**src/rtl/key_pkg.sv**
```systemverilog
// Shared constants and FSM state type for the seed-to-key expansion block.
package key_pkg;

  localparam int KEY_W  = 512;
  localparam int SEED_W = 16;
  localparam int NWORDS = KEY_W / SEED_W;

  // Feedback taps at bits 15, 13, 12 and 10 of the 16-bit LFSR.
  localparam logic [15:0] LFSR_TAPS  = 16'hB400;
  localparam logic [15:0] SEED_SUBST = 16'hACE1;

  typedef enum logic [1:0] {
    ST_IDLE   = 2'd0,
    ST_EXPAND = 2'd1,
    ST_HOLD   = 2'd2
  } key_state_e;

endpackage

```
**src/rtl/key_lfsr16.sv**
```systemverilog
// One step of the 16-bit Fibonacci LFSR used to expand the seed; purely combinational.
module key_lfsr16
  import key_pkg::*;
(
  input  logic [15:0] i_s,
  output logic [15:0] o_s_next
);

  logic w_feedback;

  assign w_feedback = ^(i_s & LFSR_TAPS);
  assign o_s_next   = {i_s[14:0], w_feedback};

endmodule

```
**src/rtl/key_expansion.sv**
```systemverilog
// Expands a 16-bit seed into a KEY_W-bit key, one LFSR word per cycle,
// then holds the result until the consumer takes it.
module key_expansion
  import key_pkg::*;
#(
  parameter int KEY_W  = key_pkg::KEY_W,
  parameter int SEED_W = key_pkg::SEED_W
) (
  input  logic              clk,
  input  logic              rst_n,
  input  logic              start,
  input  logic [SEED_W-1:0] seed,
  output logic              busy,
  output logic              key_valid,
  input  logic              key_ready,
  output logic [KEY_W-1:0]  key,
  output logic [1:0]        o_dbg_state
);

  localparam int                CNT_W    = $clog2(KEY_W / SEED_W);
  localparam logic [CNT_W-1:0]  CNT_LAST = CNT_W'(KEY_W / SEED_W - 1);

  // Handshake: key_valid rises only with a complete key and stays high, with key
  // frozen, until a cycle where key_ready is also high; that edge retires the key.
  key_state_e        r_state;
  key_state_e        w_state_next;
  logic [SEED_W-1:0] r_s;
  logic [CNT_W-1:0]  r_cnt;
  logic [KEY_W-1:0]  r_key;
  logic              r_key_valid;
  logic [SEED_W-1:0] w_s_next;
  logic [SEED_W-1:0] w_word;

  key_lfsr16 u_lfsr (
    .i_s      (r_s),
    .o_s_next (w_s_next)
  );

  assign w_word = w_s_next ^ {{(SEED_W - CNT_W){1'b0}}, r_cnt};

  always_ff @(posedge clk or negedge rst_n) begin
    if (!rst_n) begin
      r_state <= ST_IDLE;
    end else begin
      r_state <= w_state_next;
    end
  end

  always_comb begin
    w_state_next = r_state;
    unique case (r_state)
      ST_IDLE:   if (start)             w_state_next = ST_EXPAND;
      ST_EXPAND: if (r_cnt == CNT_LAST) w_state_next = ST_HOLD;
      ST_HOLD:   if (key_ready)         w_state_next = ST_IDLE;
      default:                          w_state_next = ST_IDLE;
    endcase
  end

  always_ff @(posedge clk or negedge rst_n) begin
    if (!rst_n) begin
      r_s         <= '0;
      r_cnt       <= '0;
      r_key       <= '0;
      r_key_valid <= 1'b0;
    end else begin
      unique case (r_state)
        ST_IDLE: begin
          if (start) begin
            // An all-zero seed would lock the LFSR at zero.
            r_s   <= (seed == '0) ? SEED_SUBST : seed;
            r_cnt <= '0;
          end
        end
        ST_EXPAND: begin
          r_s   <= w_s_next;
          r_key <= {r_key[KEY_W-SEED_W-1:0], w_word};
          r_cnt <= r_cnt + 1'b1;
          if (r_cnt == CNT_LAST) r_key_valid <= 1'b1;
        end
        ST_HOLD: begin
          if (key_ready) r_key_valid <= 1'b0;
        end
        default: r_key_valid <= 1'b0;
      endcase
    end
  end

  assign busy        = (r_state == ST_EXPAND);
  assign key_valid   = r_key_valid;
  assign key         = r_key;
  assign o_dbg_state = r_state;

endmodule

```
**config.mk**
```make
export PLATFORM = sky130hd
export DESIGN_NAME = key_expansion
export DESIGN_NICKNAME = d
export VERILOG_FILES = /design/src/rtl/key_pkg.sv /design/src/rtl/key_lfsr16.sv /design/src/rtl/key_expansion.sv
export SDC_FILE = /design/constraint.sdc
export NUM_CORES = 1
export LEC_CHECK = 0
export ABC_CLOCK_PERIOD_IN_PS = 2800
export CAP_MARGIN = 20
export CORE_AREA = 2 2 211 213
export CTS_BUF_LIST = sky130_fd_sc_hd__clkbuf_4
export DETAILED_ROUTE_END_ITERATION = 8
export DIE_AREA = 0 0 213 215
export PLACE_DENSITY = 0.77
export SYNTH_ARGS = -nofsm -noshare
export SYNTH_HDL_FRONTEND = slang
export SYNTH_SLANG_ARGS = --single-unit
```
**constraint.sdc**
```tcl
create_clock -name clk -period 2.8 [get_ports clk]
set_input_delay 0.42 -clock clk [delete_from_list [all_inputs] [get_ports clk]]
set_output_delay 0.42 -clock clk [all_outputs]
set_load 0.05 [all_outputs]
```
==> results of run 1 <==
cell usage in the layout, fill, tap and decap left out, types with 2 or more instances in the layout:
master           instances
nand2_1               1547
dfrtp_1                535
clkdlybuf4s50_1        501
clkbuf_4               209
dlygate4sd2_1           27
o21ai_0                 23
buf_4                   23
clkinv_1                20
buf_12                  14
xnor2_1                  7
a22oi_1                  7
inv_2                    7
nor2_1                   6
nand3_1                  5
dlymetal6s2s_1           5
nor4_1                   4
nor3_1                   4
o31ai_1                  4
clkinv_2                 4
diode_2                  3
clkinvlp_4               3
nor2b_1                  2
a22o_1                   2
ha_1                     2
bufinv_16                2
dlygate4sd3_1            2
state kept, by name, indices dropped and copies added, names as in the netlist:
register,count
key,512
r_s,16
r_cnt,5
o_dbg_state,2
key_valid,1
routing by layer:
layer  part of all wire (%)  track usage [%]
met1                     40             34.1
met3                     10             12.3
met5                  0.021                0
met4                    4.0             13.0
met2                     46             42.0
path summary, 6_finish.rpt:
| kind | startpoint | endpoint |
|---|---|---|
| max in group asynchronous | rst_n | key[387] |
| worst max-delay path | key[109] | key[109] |
| worst max register to register | o_dbg_state[1] | key[462] |
| worst min-delay path | key_ready | o_dbg_state[1] |
| worst min register to register | key[497] | key[497] |
| min in group asynchronous | rst_n | key[135] |
cell type report:
cell class	instances	area, sq um
inverters	1	16.3
diodes	3	7.51
clock inverters	36	204
repair buffers	574	5830
flip-flops and latches	536	13400
fillers	3554	15600
multi-input cells	1623	6290
well taps	592	741
clock buffers	209	1570
tightest hold or removal path, cell delays in order:
cell	delay (ns)
clkdlybuf4s50_1	0.46
nor2_1	0.05
nand2_1	0.05
o21ai_0	0.06
cells by family (layout without fill, tap and decap cells):
family / count (synthesis) / after routing
other: 0 / 3
xor gates and xnor gates: 8 / 8
AOI/OAI and AO/OA: 39 / 39
muxes: 1 / 1
and+or+nand+nor: 1573 / 1573
DFF: 536 / 536
adders and majority gates: 2 / 2
buffers and inverters: 122 / 820
per-stage QoR:
| stage | utilization (%) | hold WS [ns] |
|---|---|---|
| after CTS | 64.3 | 0.0225 |
| final | 64.3 | 0.165 |
| after floorplan | - | 0.124 |
| after global routing | 64.3 | 0.0893 |
| after detailed placement | 60.2 | 0.441 |
| after global placement | 60.2 | 0.443 |
timing repair:
action | CTS | global route
hold buffers | 3 | 0
endpoints found under the setup margin | 28 | 5
endpoints found under the hold margin | 476 | 0
resized for setup | 29 | 5
buffers inserted | 1 | 0
==> out/results.txt, run 1 <==
Synth top area share = 66.0%
Reg2Reg Depth = 5
Cell Rows = 77
Post-DP Area = 26300 sq um
CP top delay family = buffers and inverters
Max Freq = 375 MHz
First-pass GRT wire length = 97.5 mm
Critical path class = reg2out
Worst path max stage delay = 0.85 ns
Mapped Nets = 2303
WP depth = 1
Hold path depth = 4
DRT Pass-1 Iters = 5
Fin worst setup slack = 0.133 ns
Ys flop type = dfrtp_1
Post-route cell area = 28100 sq um
Vias per cell = 4.87
CP cell instances = clkdlybuf4s50_1
Max-slew violation count = 0
Die W = 213 microns
Cells after Synth = 2281
Synthesis-to-layout area growth = 38.1%
Run status = finished clean
CTS tree = done
Worst-path clk slew = 0.07 ns
Post-synthesis simple-gate area fraction = 29.3%
Largest cells by area after synthesis = dfrtp_1, nand2_1, buf_2
Iter 0 DRT Violations = 1647
CTS Buffer Depth = 3
CTS root buffer = clkbuf_4
Number of hold violations in the final report = 0
Post-route ant nets = 0
Chip Height = 215 microns
Total routed wirelength = 62.3 mm
PortBufs = 535
Post-route DRC = 0
Pin count of the biggest net entering global routing = 187
Final min period = 2.67 ns
# Max-Cap Violations = 0
Synth Area in Compound Gates = 1.15%
Setup crit start kind = flip-flop
Xor and xnor area share after synthesis = 0.345%
Crit path required time = 2.38 ns
Adder-Cell Fraction of Synth Area = 0.123%
Nets = 2900
Synth top cells by count = nand2_1, dfrtp_1, buf_2
Clock skew = 0.0406 ns
Sequential element share of the synthesized area = 66.0%
CTS sink count = 536
Fin Setup TNS = 0 ns
Avg Inst Size Synth = 8.91 sq um
Number of global-route vias before repair = 17472
DP HPWL = 43.1 mm
All-Layer GR Usage = 27.8%
Starting Density = 46.6%
Yosys top cell by area = dfrtp_1
Fin cells = 3574
Critical Path End Type = output port
Slew headroom = 45.6%
Slowest cell on crit path = clkdlybuf4s50_1
Period Utilization, post-route = 95.2%
Via count = 17423
Post-synthesis register bit count = 536
Asr flop ratio synth = 100%
Final RePlAce weighted congestion = 0.892
Placed Instances = 3322
DIE AREA = 45800 sq um
Finish-stage setup viols = 0
Pre-CTS setup slack = 0.748 ns
Core area = 43600 sq um
Yosys warnings = 0
Number of enable flip-flop cells after synthesis = 0
Num CTS Buffers = 142
DR WL/cell = 17.4 microns
Largest fanout on the critical path = 3
Most frequent cell after synthesis = nand2_1
Mapped cell area = 20300 sq um
Worst path bufs/invs = 1
CTS H-tree lvls = 4
IO Pins = 536
Least-Margin Pin Slew = 0.816 ns
Mux cell area share after synthesis = 0.0493%
Initial antenna violation count = 3
Synth cell types = 29
Hold Crit Class = in2reg
Reg-to-reg setup timing slack = 0.65 ns
Crit path DAT = 2.25 ns
Main combinational cell family by area after synthesis = simple AND/OR/NAND/NOR gates
Share of cells above drive strength 1 = 8.96%
GR Overflow Total = 0
Clock latency on the worst-skew pair = 0.95 ns
Power of run 1 is not shown: default switching activity piles up to over one toggle a cycle in this logic, so the estimate is an artifact.
==> run 2: changes to the inputs <==
- GPL_ROUTABILITY_DRIVEN: not set -> 0
- SKIP_CTS_REPAIR_TIMING: not set -> 1
==> out/results.txt, run 2 (same netlist as run 1, synthesis figures left out) <==
CP top delay family = buffers and inverters
GR Overflow Total = 0
Post-route DRC = 0
Crit path required time = 2.38 ns
Largest fanout on the critical path = 3
Fin Setup TNS = 0 ns
Clock latency on the worst-skew pair = 0.95 ns
Slew headroom = 33.5%
Number of global-route vias before repair = 17289
IO Pins = 536
Layer with the highest usage = met2
Most frequent cells in the layout = nand2_1, dfrtp_1, clkdlybuf4s50_1
Run status = finished clean
Max-slew violation count = 0
CTS H-tree lvls = 4
Iter 0 DRT Violations = 1646
Max Freq = 371 MHz
All-Layer GR Usage = 27.5%
CTS tree = done
Clock skew = 0.0366 ns
Least-Margin Pin Slew = 0.997 ns
Initial antenna violation count = 3
Period Utilization, post-route = 96.2%
Worst path max stage delay = 0.86 ns
GR Util met3 = 11.8%
Slowest cell on crit path = clkdlybuf4s50_1
PortBufs = 535
Chip Height = 215 microns
DP HPWL = 43.2 mm
Number of hold violations in the final report = 0
Num CTS Buffers = 140
Vias per cell = 4.91
Met2 usage = 42.5%
Post-route ant nets = 0
Via count = 17425
Hold Crit Class = in2async
Critical path class = reg2out
Worst path bufs/invs = 1
DIE AREA = 45800 sq um
Die W = 213 microns
Finish-stage setup viols = 0
Final min period = 2.69 ns
Max reg flops = 512
Critical Path End Type = output port
# Max-Cap Violations = 0
Layout Utilization = 64.1%
Nets = 2897
Starting Density = 46.6%
CP cell instances = clkdlybuf4s50_1
Cell Rows = 77
CTS sink count = 536
Total routed wirelength = 62.1 mm
Share of cells above drive strength 1 = 8.56%
DR WL/cell = 17.5 microns
M1 GR Usage = 33.6%
CTS root buffer = clkbuf_4
Synthesis-to-layout area growth = 37.6%
Crit path DAT = 2.27 ns
Setup crit start kind = flip-flop
First-pass GRT wire length = 96.6 mm
CTS Buffer Depth = 3
Commonest non-fill, non-tap cell in the layout = nand2_1
Worst-path clk slew = 0.06 ns
Core area = 43600 sq um
Pin count of the biggest net entering global routing = 200
DRT Pass-1 Iters = 5
==> run 2: layer usage <==
| layer | wire [microns] | vias up |
|---|---|---|
| met3 | 6640 | 108 |
| met5 | 12 | - |
| met1 | 24200 | 8403 |
| li1 | - | 8174 |
| met4 | 2010 | 2 |
| met2 | 29300 | 738 |
==> run 2: path summary, 6_finish.rpt <==
kind                                startpoint  endpoint  slack (ns)  depth (start not counted)
worst max-delay path                  key[124]  key[124]        0.11                          1
worst min-delay path                     rst_n  key[435]        0.14                          2
worst max register to register  o_dbg_state[1]   r_s[11]        0.82                          4
worst min register to register        key[508]  key[508]        0.48                          2
max in group asynchronous                rst_n  key[319]        1.72                          3
min in group clk                       seed[7]    r_s[7]        0.16                          3
==> run 2: layout make-up <==
type / count / area [sq um]
clock buffers: 205 / 1540
inverters: 1 / 20.0
flip-flops and latches: 536 / 13400
diodes: 3 / 7.51
fillers: 3514 / 15700
clock inverters: 16 / 139
well taps: 592 / 741
repair buffers: 573 / 5820
multi-input cells: 1623 / 6290
==> run 2: per-stage QoR <==
| stage | hold slack [ns] | worst slack [ns] | instance area [sq um] | instances |
|---|---|---|---|---|
| global placement | 0.460 | 0.715 | 26300 | 3324 |
| CTS | -0.547 | -0.382 | 27900 | 3545 |
| finish | 0.139 | 0.105 | 28000 | 3549 |
| global route | 0.115 | -0.00588 | 28000 | 3549 |
| detailed placement | 0.461 | 0.710 | 26300 | 3324 |
| floorplan | 0.124 | 0.984 | 20300 | 2281 |
Power of run 2 is left out for the same reason.
==> run 3: changes to the inputs <==
- ABC_CLOCK_PERIOD_IN_PS: 2800 -> 2410
- CORE_AREA: 2 2 211 213 -> not set
- CORE_MARGIN: not set -> 2
- CORE_UTILIZATION: not set -> 45
- CTS_CLUSTER_DIAMETER: not set -> 50
- DIE_AREA: 0 0 213 215 -> not set
- PLACE_DENSITY: 0.77 -> 0.78
- clock period: 2.8 -> 2.41 ns (I/O delays scaled with it)
==> out/results.txt, run 3 (same netlist as run 1, synthesis figures left out) <==
Clock skew = 0.0453 ns
DRT Pass-1 Iters = 7
Post-route ant nets = 0
Starting Density = 45.8%
DR WL/cell = 18.5 microns
Slew headroom = 37.3%
Post-route DRC = 0
Critical path class = reg2out
CTS Buffer Depth = 3
Crit path required time = 2.05 ns
Finish-stage setup viols = 0
RSZ-0062 raised after global routing = no
CTS tree = done
Number of global-route vias before repair = 17720
Cell Rows = 77
Share of cells above drive strength 1 = 9.06%
Worst-path clk slew = 0.06 ns
Worst path max stage delay = 0.52 ns
Synthesis-to-layout area growth = 45.3%
Layout Utilization = 66.5%
Initial antenna violation count = 2
CTS root buffer = clkbuf_4
All-Layer GR Usage = 27.4%
Core area = 44400 sq um
CP top delay family = buffers and inverters
First-pass GRT wire length = 99.3 mm
Final min period = 2.26 ns
Run status = finished clean
Worst path bufs/invs = 1
# Max-Cap Violations = 0
Critical Path End Type = output port
CTS sink count = 536
Num CTS Buffers = 143
Slowest cell on crit path = dlymetal6s2s_1
PortBufs = 535
Die W = 217 microns
Max reg flops = 512
Chip Height = 217 microns
Commonest non-fill, non-tap cell in the layout = nand2_1
Crit path DAT = 1.90 ns
Fin Setup TNS = 0 ns
Most frequent cells in the layout = nand2_1, dfrtp_1, dlymetal6s2s_1
DP HPWL = 43.9 mm
CTS H-tree lvls = 4
Vias per cell = 5.01
Setup crit start kind = flip-flop
Period Utilization, post-route = 93.7%
Nets = 2909
Max-slew violation count = 0
IO Pins = 536
Iter 0 DRT Violations = 1854
Fin Hold WS = 0.110 ns
Pin count of the biggest net entering global routing = 203
GR Overflow Total = 0
DIE AREA = 46900 sq um
Hold Crit Class = in2reg
Clock latency on the worst-skew pair = 0.96 ns
Number of hold violations in the final report = 0
Via count = 17907
Max Freq = 443 MHz
Total routed wirelength = 66.3 mm
Least-Margin Pin Slew = 0.941 ns
Largest fanout on the critical path = 3
CP cell instances = dlymetal6s2s_1
run 3: metrics by stage:
| step | instance area, sq um | std cells | setup slack [ns] |
|---|---|---|---|
| 3_3_place_gp | 26300 | 3329 | 0.562 |
| 6_report | 29500 | 3575 | 0.152 |
| 5_1_grt | 29500 | 3575 | 0.00229 |
| 2_1_floorplan | 20300 | 2281 | 0.652 |
| 3_5_place_dp | 26300 | 3329 | 0.417 |
| 4_1_cts | 28200 | 3568 | -0.390 |
run 3: layout make-up:
type                       count  area, sq um
clock buffer                 203         1520
sequential                   536        13400
timing repair buffer         582         7230
antenna                        2         5.00
tap                          592          741
multi-input combinational   1623         6290
inverter                       1         30.0
fill                        3224        14900
clock inverter                36          303
run 3: final timing paths:
path | start | to | slack, ns | cells past startpoint
hold reg to reg | key[281] | key[297] | 0.47 | 2
setup reg to reg | o_dbg_state[1] | key[403] | 0.59 | 5
min in group asynchronous | rst_n | key[448] | 0.49 | 3
setup / recovery | key[139] | key[139] | 0.15 | 1
hold / removal | seed[7] | r_s[7] | 0.11 | 3
max in group asynchronous | rst_n | key[367] | 1.17 | 4
run 3: routing by layer:
layer | vias up | track usage (%) | routed length (microns)
met4 | 0 | 13.7 | 2300
met3 | 145 | 10.9 | 6520
met1 | 8699 | 33.0 | 25500
met2 | 840 | 42.7 | 31900
li1 | 8223 | - | -
met5 | - | 0 | 0
Power of run 3 is left out for the same reason.
